<file path="src/rtl/grid_renderer_pkg.sv">
`default_nettype none
// ============================================================================
//  Module   : grid_renderer_pkg
//  Purpose  : Grid geometry and 6-bit {r,g,b} colour constants for the renderer.
//  Revision : 1.0 - initial release
// ============================================================================
package grid_renderer_pkg;

    localparam int GRID_W = 40;
    localparam int GRID_H = 30;
    localparam int OCC_AW = 11;

    localparam logic [5:0] COL_BLANK = 6'b000000;
    localparam logic [5:0] COL_WALL  = 6'b010101;
    localparam logic [5:0] COL_HEAD  = 6'b111100;
    localparam logic [5:0] COL_FOOD  = 6'b110000;
    localparam logic [5:0] COL_BODY  = 6'b001100;

endpackage
`default_nettype wire

</file>
<file path="src/rtl/grid_renderer_sync_delay.sv">
`default_nettype none
// ============================================================================
//  Module   : sync_delay
//  Purpose  : N-stage shift register that idles high, used to keep the
//             active-low syncs aligned with the colour pipeline.
//  Revision : 1.0 - initial release
// ============================================================================
module sync_delay #(
    parameter int STAGES = 2,
    parameter int WIDTH  = 1
) (
    input  logic             clk,
    input  logic             reset,
    input  logic [WIDTH-1:0] d_i,
    output logic [WIDTH-1:0] q_o
);

    logic [WIDTH-1:0] stage_q [STAGES];

    always_ff @(posedge clk) begin
        if (reset) begin
            for (int i = 0; i < STAGES; i++) begin
                stage_q[i] <= '1;
            end
        end else begin
            stage_q[0] <= d_i;
            for (int i = 1; i < STAGES; i++) begin
                stage_q[i] <= stage_q[i-1];
            end
        end
    end

    assign q_o = stage_q[STAGES-1];

endmodule
`default_nettype wire

</file>
<file path="src/rtl/grid_renderer.sv">
`default_nettype none
// ============================================================================
//  Module   : grid_renderer
//  Purpose  : Two-stage pixel pipeline drawing walls, head, blinking food and
//             body cells of a 40x30 grid, with syncs aligned to colour.
//  Revision : 1.0 - initial release
// ============================================================================
module grid_renderer
    import grid_renderer_pkg::*;
#(
    parameter int HRES      = 640,
    parameter int VRES      = 480,
    parameter int CELL_LOG2 = 4
) (
    input  logic              clk,
    input  logic              reset,
    input  logic [9:0]        hpos,
    input  logic [9:0]        vpos,
    input  logic              display_on,
    input  logic              h_sync_in,
    input  logic              v_sync_in,
    input  logic [5:0]        head_x,
    input  logic [4:0]        head_y,
    input  logic [5:0]        food_x,
    input  logic [4:0]        food_y,
    output logic [OCC_AW-1:0] occ_addr,
    input  logic              occ_data,
    output logic [5:0]        rgb,
    output logic              h_sync,
    output logic              v_sync,
    output logic              frame_tick
);

    // Stage 1 ----------------------------------------------------------------
    logic [9:0]        cell_x_d, cell_y_d, cell_x_q, cell_y_q;
    logic [OCC_AW-1:0] occ_addr_d, occ_addr_q;
    logic              disp_d, disp_q;
    logic              frame_tick_d, frame_tick_q;

    // Shadow coordinates and blink counter ------------------------------------
    logic [5:0] head_x_q, food_x_q;
    logic [4:0] head_y_q, food_y_q;
    logic [4:0] frame_cnt_q;

    // Stage 2 ----------------------------------------------------------------
    logic [5:0] rgb_d, rgb_q;
    logic       wall_hit, head_hit, food_hit, food_vis;
    logic [1:0] sync_dly;

    always_comb begin
        cell_x_d     = hpos >> CELL_LOG2;
        cell_y_d     = vpos >> CELL_LOG2;
        // y*40 + x as y*32 + y*8 + x
        occ_addr_d   = (OCC_AW'(cell_y_d) << 5) + (OCC_AW'(cell_y_d) << 3)
                     + OCC_AW'(cell_x_d);
        disp_d       = display_on && (hpos < 10'(HRES)) && (vpos < 10'(VRES));
        frame_tick_d = (hpos == 10'd0) && (vpos == 10'(VRES));
    end

    always_ff @(posedge clk) begin
        if (reset) begin
            cell_x_q     <= '0;
            cell_y_q     <= '0;
            occ_addr_q   <= '0;
            disp_q       <= 1'b0;
            frame_tick_q <= 1'b0;
        end else begin
            cell_x_q     <= cell_x_d;
            cell_y_q     <= cell_y_d;
            occ_addr_q   <= occ_addr_d;
            disp_q       <= disp_d;
            frame_tick_q <= frame_tick_d;
        end
    end

    // Coordinates only change between frames so a frame never tears.
    always_ff @(posedge clk) begin
        if (reset) begin
            head_x_q    <= '0;
            head_y_q    <= '0;
            food_x_q    <= '0;
            food_y_q    <= '0;
            frame_cnt_q <= '0;
        end else if (frame_tick_q) begin
            head_x_q    <= head_x;
            head_y_q    <= head_y;
            food_x_q    <= food_x;
            food_y_q    <= food_y;
            frame_cnt_q <= frame_cnt_q + 5'd1;
        end
    end

    always_comb begin
        wall_hit = (cell_x_q == 10'd0) || (cell_x_q == 10'(GRID_W - 1))
                || (cell_y_q == 10'd0) || (cell_y_q == 10'(GRID_H - 1));
        head_hit = (head_x_q < 6'(GRID_W)) && (head_y_q < 5'(GRID_H))
                && (cell_x_q == 10'(head_x_q)) && (cell_y_q == 10'(head_y_q));
        food_hit = (food_x_q < 6'(GRID_W)) && (food_y_q < 5'(GRID_H))
                && (cell_x_q == 10'(food_x_q)) && (cell_y_q == 10'(food_y_q));
        food_vis = ~frame_cnt_q[4];

        rgb_d = COL_BLANK;
        if (!disp_q)                  rgb_d = COL_BLANK;
        else if (wall_hit)            rgb_d = COL_WALL;
        else if (head_hit)            rgb_d = COL_HEAD;
        else if (food_hit && food_vis) rgb_d = COL_FOOD;
        else if (occ_data)            rgb_d = COL_BODY;
    end

    always_ff @(posedge clk) begin
        if (reset) begin
            rgb_q <= COL_BLANK;
        end else begin
            rgb_q <= rgb_d;
        end
    end

    sync_delay #(
        .STAGES (2),
        .WIDTH  (2)
    ) u_sync_delay (
        .clk   (clk),
        .reset (reset),
        .d_i   ({h_sync_in, v_sync_in}),
        .q_o   (sync_dly)
    );

    assign occ_addr   = occ_addr_q;
    assign rgb        = rgb_q;
    assign h_sync     = sync_dly[1];
    assign v_sync     = sync_dly[0];
    assign frame_tick = frame_tick_q;

endmodule
`default_nettype wire
</file>
<file path="config.mk">
export PLATFORM = sky130hd
export DESIGN_NAME = grid_renderer
export DESIGN_NICKNAME = d
export VERILOG_FILES = /design/src/rtl/grid_renderer_pkg.sv /design/src/rtl/grid_renderer_sync_delay.sv /design/src/rtl/grid_renderer.sv
export SDC_FILE = /design/constraint.sdc
export NUM_CORES = 1
export LEC_CHECK = 0
export ABC_AREA = 1
export CELL_PAD_IN_SITES_DETAIL_PLACEMENT = 0
export CELL_PAD_IN_SITES_GLOBAL_PLACEMENT = 1
export CORE_MARGIN = 1
export CORE_UTILIZATION = 34
export CTS_CLUSTER_DIAMETER = 80
export CTS_CLUSTER_SIZE = 25
export DETAILED_ROUTE_END_ITERATION = 10
export PLACE_DENSITY_LB_ADDON = 0.1
export SYNTH_ARGS = -nofsm -noshare
export SYNTH_HDL_FRONTEND = slang
export SYNTH_SLANG_ARGS = --single-unit
</file>
<file path="constraint.sdc">
create_clock -name clk -period 2.6 [get_ports clk]
set_input_delay 0.26 -clock clk [delete_from_list [all_inputs] [get_ports clk]]
set_output_delay 0.26 -clock clk [all_outputs]
set_load 0.05 [all_outputs]
</file>
## Yosys cells after proc, flatten, opt, wreduce, memory -nomap -nowiden

Memory sizes are Yosys's and may differ from the RTL's.
Index checks and enable logic that the tools add are counted.

- Register bits after elaboration: 66
- Bits in latches: 0
- RAM bits: 4
- Memory bits (read-only): 0
- Bits of input ports: 48
- Output and inout bits: 20
- Logic and storage cells: 64
- Memories kept: 1

Memory list:

| name | depth | width | rd ports | clocked after Yosys merged registers in | wr ports | line | RTL |
|---|---|---|---|---|---|---|---|
| u_sync_delay.stage_q | 2 | 2 | 2 | 0 | 2 | grid_renderer_sync_delay.sv:18 | `logic [WIDTH-1:0] stage_q [STAGES];` |

- Add/sub/neg operators: 3
- $mul: 0
- Divide/modulo/power cells: 0
- Order comparisons: 6
- Equal/unequal tests: 7
- Shifts and indexed selects: 0
- Mux-type cells: 9
- Bitwise operators: 4
- Reduce and logical (&&, ||, !) cells: 19

Operator list:

| cell | count |
|---|---|
| $logic_not A10 Y1 | 3 |
| $eq A10 B5 Y1 | 2 |
| $eq A10 B6 Y1 | 2 |
| $lt A6 B6 Y1 const B | 2 |
| $mux W6 | 2 |
| $add A11 B6 Y11 | 1 |
| $add A11 B9 Y11 | 1 |
| $eq A10 B5 Y1 const B | 1 |
| $eq A10 B6 Y1 const B | 1 |
| $eq A10 B9 Y1 const B | 1 |
| $logic_and A1 B1 Y1 | 10 |
| $lt A10 B10 Y1 const B | 1 |
| $lt A10 B9 Y1 const B | 1 |
| $lt A5 B5 Y1 const B | 2 |
| $add A5 B1 Y5 const B | 1 |
| $mux W5 | 1 |
| $reduce_or A5 Y1 | 1 |
| $mux W2 | 2 |
| $mux W4 | 1 |
| $logic_or A1 B1 Y1 | 3 |
| $mux W1 | 3 |
| $reduce_or A3 Y1 | 1 |
| $not A1 Y1 | 2 |
| $or A1 B1 Y1 | 2 |
| $reduce_or A2 Y1 | 1 |

## Logic depth before layout (Yosys ltp)

Gate-level depths: netlist (run 1).

- Depth after elaboration: 8
- Depth in mapped cells: 12
- Mapped depth without buffers: 12

## Modules after synthesis

From an unflattened synthesis (run 1), not the netlist that was laid out.

- Cell total of the unflattened synthesis: 361
- Area total of the unflattened synthesis: 2651.3 µm²

By module, submodules not included:

| module | instances | cells an instance | area each (µm²) | sequential area each (µm²) |
|---|---|---|---|---|
| grid_renderer | 1 | 346 | 2519.9 | 1081.0 |
| sync_delay | 1 | 15 | 131.4 | 80.1 |

## Worst setup path before layout (run 1)

Ideal clock, no wire load.

- Kind: input port to flip-flop
- Start: in hpos[9]
- End: reg occ_addr_q[10], in the netlist occ_addr[10]
- Library setup time: 0.116 ns
- Data arrival time: 1.911 ns
- Required time: 2.484 ns
- Slack: 0.574 ns
- Stages on the path: 11
- Buffers on the path: 0
- Path through: inv_1 fa_1 inv_1 fa_1 nand3_1 nand3_1 nand2_1 nand2_1 a21oi_1 and2_1 nor2_1

- Longest elaborated chain between the ends: 1

RTL lines:

| what | line | RTL |
|---|---|---|
| start: declaration | grid_renderer.sv:17 | `input logic [9:0] hpos,` |
| $add A11 B6 Y11 | grid_renderer.sv:55 | `+ OCC_AW'(cell_x_d);` |
| end signal: assignment | grid_renderer.sv:70 | `occ_addr_q <= occ_addr_d;` |
| end: declaration | grid_renderer.sv:36 | `logic [OCC_AW-1:0] occ_addr_d, occ_addr_q;` |

Every way passes these cells.
A chain may end at the register's enable or synchronous reset.

## Final worst setup path (run 1)

- Start: in vpos[4]
- End: reg occ_addr_q[10], in the netlist occ_addr[10]

- Longest elaborated chain between the ends: 2

RTL lines:

| what | line | RTL |
|---|---|---|
| start: declaration | grid_renderer.sv:18 | `input logic [9:0] vpos,` |
| $add A11 B9 Y11 | grid_renderer.sv:54 | `occ_addr_d = (OCC_AW'(cell_y_d) << 5) + (OCC_AW'(cell_y_d) << 3)` |
| $add A11 B6 Y11 | grid_renderer.sv:55 |  |

Every way passes these cells.

==> impl_metrics.csv, run 1 <==
group,metric,value,unit
run_status,status,"completed",
floorplan,die_area,8159,um^2
yosys,synth_seq_cells,58,
floorplan,chipWidth,90.33,um
routing,dr.pass1.iters,4,
floorplan,rows,31,
routing,vias,2456,
floorplan,die_h,90.33,um
sta,rsz0062_at_grt,"false",
hold_path,min_path_type,"flip-flop to flip-flop",
yosys,syn_avg_cell_area,7.247,um^2
routing,drt_iter0_markers,93,
power,p_leak,0.001555,uW
clock_network,insertion_delay,340,ps
routing,ant_nets,0,
sta,max_slew_margin,65.17,%
worst_setup_path,critPathKind,"input port to flip-flop",
sta,worst_pin_slew,520.9,ps
clock_network,post_cts_buffers,0,
yosys,synthDistinctLibCells,29,
sta,max_freq,440.1,MHz
clock_network,numCtsBuffers,9,
clock_network,htree_levels,3,
place,dp_cells,523,
clock_network,clk_pin_slew,70,ps
cells_and_area,diodes,0,
worst_setup_path,cp-start-kind,"input port",
cells_and_area,fin_nets,497,
sta,fin_setup_tns,0,ps
yosys,yosys.area.top_type,"dfxtp_1",
place,io_buffers,66,
cells_and_area,fill_cells,766,
power,ir_drop,0.2588,mV
flow_run,max_cap_viol_count,0,
sta,final_hold_viol_count,0,
clock_network,cts.sinks,58,
grt,antenna_found_initial,0,
place,place_hpwl,4.794,mm
routing,wl,6.280,mm
grt,first_global_vias,2459,
clock_network,clock_path_buffers,2,
worst_setup_path,arrival,2500,ps
sta,period_needed,2272,ps
floorplan,ios,68,
worst_setup_path,path_max_fanout,3,
sta,setup_violations,0,
clock_network,cts-hold-fix-buffers,0,
grt,overflow,0,
place,routabilityCongestion,0.8371,
worst_setup_path,critical_path_required,2830,ps
yosys,syn_inst,366,
cells_and_area,instances_no_fill,539,
yosys,synth_warnings,0,
yosys,syn_area,2653,um^2
routing,drc_errors,0,
clock_network,clockRootBuffer,"clkbuf_8",
clock_network,cts_tree,"yes",
yosys,yosysTopAreaCellShare,43.77,%
floorplan,initial_core_util,35.80,%
worst_setup_path,cpPeakStageDelay,510,ps
routing,wire_per_inst,11.65,um
yosys,synthTopCellsByArea,"dfxtp_1 (44%), nand2_1 (9.3%), inv_1 (7.5%)",
sta,post-route-period-util,87.40,%
power,power_density,564.9,nW/um^2
yosys,yosysSeqAreaShare,43.77,%
grt,grt.total_usage,16.99,%
yosys,synth_nets,428,
grt,grt_max_degree,44,
routing,viasPerCell,4.557,
cells_and_area,fin_util,48.45,%
clock_network,postCtsResizedCells,0,
cells_and_area,area_delta_synth_final,35.33,%
worst_setup_path,worstPathCellList,"clkdlybuf4s50_1 > inv_1 > fa_1 > inv_1 > fa_1 > nand3_1 > nand3_1 > nand2_1 > nand2_1 > a21oi_1 > and2_1 > nor2_1",
grt,grt_first_pass_wirelength,10.98,mm
worst_setup_path,slowest_stage,"fa_1",
sta,drv_slew,0,
sta,skew,8.049,ps
worst_setup_path,cpLargestDelayFamily,"adder cells",
floorplan,core_area,7408,um^2
worst_setup_path,crit_path_end_kind,"flip-flop",
worst_setup_path,critPathBufInv,3,
cells_and_area,drive_above_1_share,9.091,%
[stage by stage]
| stage | setup slack (ps) | total power [uW] | cell area (um^2) | hold WS, ps |
|---|---|---|---|---|
| global placement | 29.12 | 1316 | 3410 | 390.7 |
| finish | 327.6 | 2028 | 3590 | 412.3 |
| CTS | 343.8 | 2057 | 3590 | 417.7 |
| floorplan | 573.6 | 1163 | 2653 | 363.8 |
| detailed placement | -20.15 | 1317 | 3410 | 399.4 |
| global route | 176.8 | 2135 | 3590 | 425.8 |
[layout by cell type, fill, tap and decap left out, types with 8 or more instances in the layout]
cell type and count:
nand2_1 66, clkdlybuf4s50_1 66, dfxtp_1 58, inv_1 53, nor2_1 43, o21ai_0 37, a21oi_1 31, ha_1 12
nand3_1 10, clkbuf_8 9, inv_2 8
[power by group]
group          switching (uW)  leakage, uW  internal [uW]
clock network             385    0.0000777            349
registers                18.4     0.000474            919
logic                     200      0.00100            157
[worst paths after layout]
path | from | end | slack, ps | depth (start not counted)
worst max-delay path | vpos[4] | occ_addr[10]$_SDFF_PP0_ | 330 | 12
worst min-delay path | u_sync_delay.stage_q[0][1]$_SDFF_PP1_ | u_sync_delay.stage_q[0][3]$_SDFF_PP1_ | 410 | 1
worst max register to register | cell_x_q[2]$_SDFF_PP0_ | rgb[2]$_SDFF_PP0_ | 1270 | 11
worst min register to register | u_sync_delay.stage_q[0][1]$_SDFF_PP1_ | u_sync_delay.stage_q[0][3]$_SDFF_PP1_ | 410 | 1
[per-layer routing]
layer	vias up	share of wire [%]	global-route usage, %
met5	-	0	0
met4	0	1.1	5.645
met3	6	5.7	5.640
met2	69	48	28.24
met1	1085	45	20.61
li1	1296	-	-
[registers in the layout (all words and copies together) (netlist names)]
name                  count
rgb                       5
cell_y_q                  6
food_y_q                  5
frame_tick                1
occ_addr                  8
food_x_q                  6
u_sync_delay.stage_q      4
cell_x_q                  6
frame_cnt_q               5
head_x_q                  6
head_y_q                  5
disp_q                    1
[area by class of cell]
cell class / instances / area (um^2) / area share [%]
Clock inverter: 7 / 56.30 / 1.568
Clock buffer: 9 / 123.9 / 3.451
Tap cell: 99 / 123.9 / 3.451
Inverter: 61 / 229.0 / 6.379
Timing Repair Buffer: 71 / 698.2 / 19.45
Sequential cell: 58 / 1161 / 32.35
Multi-Input combinational cell: 234 / 1197 / 33.36
[cells in the mapped netlist (all sizes together)]
cell type,n
ha,12
a21oi,31
fa,2
buf,5
nor4,3
nor2,47
and2,1
nand3,11
nand2,67
xnor2,1
conb,1
a21boi,1
a31oi,2
clkbuf,8
o21ai,40
nor3,5
nand4,3
dfxtp,58
o22ai,1
o31ai,2
inv,61
or2,4
[cells by family after synthesis]
logic type      count (synthesis)  synth area share (%)
compound gates                 77                 15.09
xor+xnor                        1                0.3302
fa+ha+maj                      14                 7.170
buf+inv                        74                 11.08
flops                          58                 43.77
other cells                     1                0.1414
simple gates                  141                 22.41
Power figures use the tool's default switching activity.
==> run 2, diff against run 1 <==
--- a/config.mk
+++ b/config.mk
@@ -10,7 +10,6 @@
 export CELL_PAD_IN_SITES_GLOBAL_PLACEMENT = 1
 export CORE_MARGIN = 1
 export CORE_UTILIZATION = 34
-export CTS_CLUSTER_DIAMETER = 80
 export CTS_CLUSTER_SIZE = 25
 export DETAILED_ROUTE_END_ITERATION = 10
 export PLACE_DENSITY_LB_ADDON = 0.1
==> results of run 2 <==
The final DEF is identical to that of run 1; final timing and power are the same.
==> run 3, diff against run 2 <==
--- a/config.mk
+++ b/config.mk
@@ -8,11 +8,12 @@
 export ABC_AREA = 1
 export CELL_PAD_IN_SITES_DETAIL_PLACEMENT = 0
 export CELL_PAD_IN_SITES_GLOBAL_PLACEMENT = 1
-export CORE_MARGIN = 1
+export CORE_MARGIN = 2
 export CORE_UTILIZATION = 34
 export CTS_CLUSTER_SIZE = 25
 export DETAILED_ROUTE_END_ITERATION = 10
 export PLACE_DENSITY_LB_ADDON = 0.1
+export RECOVER_POWER = 25
 export SYNTH_ARGS = -nofsm -noshare
 export SYNTH_HDL_FRONTEND = slang
 export SYNTH_SLANG_ARGS = --single-unit
==> run 3 against run 2 <==
Compared with the run above: register-to-register slack got worse by 20 ps; critical endpoint unchanged; sequential share of layout area decreased by 0.47 points; total power up 10%; worst hold slack gained 2.2 ps; flip-flop and latch count did not move; clock-buffer cell count is the same; clock power is 28% higher.
==> impl_metrics.csv, run 3 (synthesis results as in run 1) <==
group,metric,value,unit
floorplan,initial_core_util,34.69,%
worst_setup_path,cp-start-kind,"input port",
floorplan,die_h,92.33,um
cells_and_area,fin_nets,498,
cells_and_area,fill_cells,773,
sta,rsz0062_at_grt,"false",
worst_setup_path,reg2reg_to,"head_x_q[5]$_SDFFE_PP0P_",
place,dp_cells,527,
clock_network,clk_pin_slew,80,ps
sta,max_freq,448.8,MHz
routing,wire_per_inst,11.59,um
floorplan,chipWidth,92.33,um
sta,final_hold_viol_count,0,
worst_setup_path,critPathKind,"input port to flip-flop",
power,p_leak,0.001585,uW
clock_network,numCtsBuffers,9,
power,power_density,612.8,nW/um^2
routing,drc_errors,0,
sta,worst_pin_slew,840.8,ps
routing,viasPerCell,4.552,
power,ir_drop,0.3221,mV
grt,first_global_vias,2303,
cells_and_area,instances_no_fill,543,
flow_run,max_cap_viol_count,0,
sta,post-route-period-util,85.70,%
worst_setup_path,r2r_start,"frame_tick$_SDFF_PP0_",
place,pre_cts_ws,14.50,ps
cells_and_area,final_common_cell,"nand2_1",
routing,vias,2472,
run_status,status,"completed",
worst_setup_path,cp-startpoint,"vpos[4]",
grt,grt_first_pass_wirelength,10.30,mm
routing,drt_iter0_markers,75,
routing,ant_nets,0,
floorplan,rows,32,
sta,fin_setup_tns,0,ps
worst_setup_path,crit_end,"occ_addr[10]$_SDFF_PP0_",
clock_network,cts_tree,"yes",
clock_network,insertion_delay,340,ps
cells_and_area,multiInputGateArea,1197,um^2
grt,grt.total_usage,15.56,%
sta,setup_violations,0,
cells_and_area,largest_reg_flops,8,
grt,grt_max_degree,41,
sta,drv_slew,0,
cells_and_area,drive_above_1_share,9.070,%
sta,skew,7.364,ps
floorplan,die_area,8524,um^2
clock_network,clock_path_buffers,2,
clock_network,cts-hold-fix-buffers,0,
clock_network,cts.sinks,58,
grt,antenna_found_initial,0,
worst_setup_path,crit_path_end_kind,"flip-flop",
worst_setup_path,critical_path_required,2840,ps
clock_network,htree_levels,3,
sta,period_needed,2228,ps
worst_setup_path,r2r_cells,4,
place,place_hpwl,4.903,mm
worst_setup_path,regToRegSetupSlack,1250,ps
sta,holdWs,414.4,ps
clock_network,clockRootBuffer,"clkbuf_8",
place,place_area,3421,um^2
floorplan,core_area,7647,um^2
cells_and_area,final_cell_mix,"nand2_1 (66), clkdlybuf4s50_1 (65), dfxtp_1 (58), inv_1 (53), nor2_1 (43)",
sta,setup_slack,371.8,ps
floorplan,ios,68,
routing,dr.pass1.iters,4,
place,io_buffers,66,
cells_and_area,seqCellArea,1161,um^2
cells_and_area,diodes,0,
cells_and_area,area_delta_synth_final,37.31,%
place,routabilityCongestion,0.8303,
grt,overflow,0,
worst_setup_path,path_max_fanout,3,
clock_network,postCtsResizedCells,0,
hold_path,min_path_type,"flip-flop to flip-flop",
sta,max_slew_margin,43.95,%
clock_network,post_cts_buffers,0,
worst_setup_path,arrival,2470,ps
routing,wl,6.293,mm
cells_and_area,fin_area,3642,um^2
run 3: worst max-delay path, stage by stage:
cell and delay, ps:
clkdlybuf4s50_1 480, inv_1 90, fa_1 500, inv_1 60, fa_1 460, nand3_1 110, nand3_1 90, nand2_1 70
nand2_1 50, a21oi_1 130, and2_1 140, nor2_1 40
run 3: final cells by class:
class                      instances  area share, %
multi-input combinational        234          32.88
sequential                        58          31.88
clock buffer                       9          3.401
tap                              102          3.504
clock inverter                     7          2.783
timing repair buffer              72          19.27
inverter                          61          6.287
run 3: through the flow:
stage               total power (uW)  utilization, %
finish                          2232           47.63
CTS                             2265           47.68
global route                    2334           47.63
detailed placement              1319           44.73
global placement                1321           44.73
floorplan                       1163               -
run 3: worst min-delay path by stage:
stage | from | end | slack, ps | cells past startpoint
final | u_sync_delay.stage_q[0][0]$_SDFF_PP1_ | u_sync_delay.stage_q[0][2]$_SDFF_PP1_ | 410 | 1
after global routing | u_sync_delay.stage_q[0][1]$_SDFF_PP1_ | u_sync_delay.stage_q[0][3]$_SDFF_PP1_ | 440 | 1
after CTS | u_sync_delay.stage_q[0][1]$_SDFF_PP1_ | u_sync_delay.stage_q[0][3]$_SDFF_PP1_ | 420 | 1
after detailed placement | u_sync_delay.stage_q[0][1]$_SDFF_PP1_ | u_sync_delay.stage_q[0][3]$_SDFF_PP1_ | 400 | 1
after global placement | u_sync_delay.stage_q[0][0]$_SDFF_PP1_ | u_sync_delay.stage_q[0][2]$_SDFF_PP1_ | 390 | 1
after floorplan | v_sync_in | u_sync_delay.stage_q[0][0]$_SDFF_PP1_ | 360 | 1
run 3: where the power goes:
group          total, uW  internal [uW]  leakage (uW)  switching (uW)
registers            937            919      0.000474            18.6
clock network        937            545      0.000106             392
logic                358            159       0.00101             199
total               2230           1620       0.00159             609
run 3: metal layers:
metal,vias to the layer above,wire length (um),GRT usage (%)
met1,1107,2932,19.40
met3,9,346,4.557
met4,0,73,5.597
li1,1299,-,-
met2,57,2940,25.55
met5,-,0,0
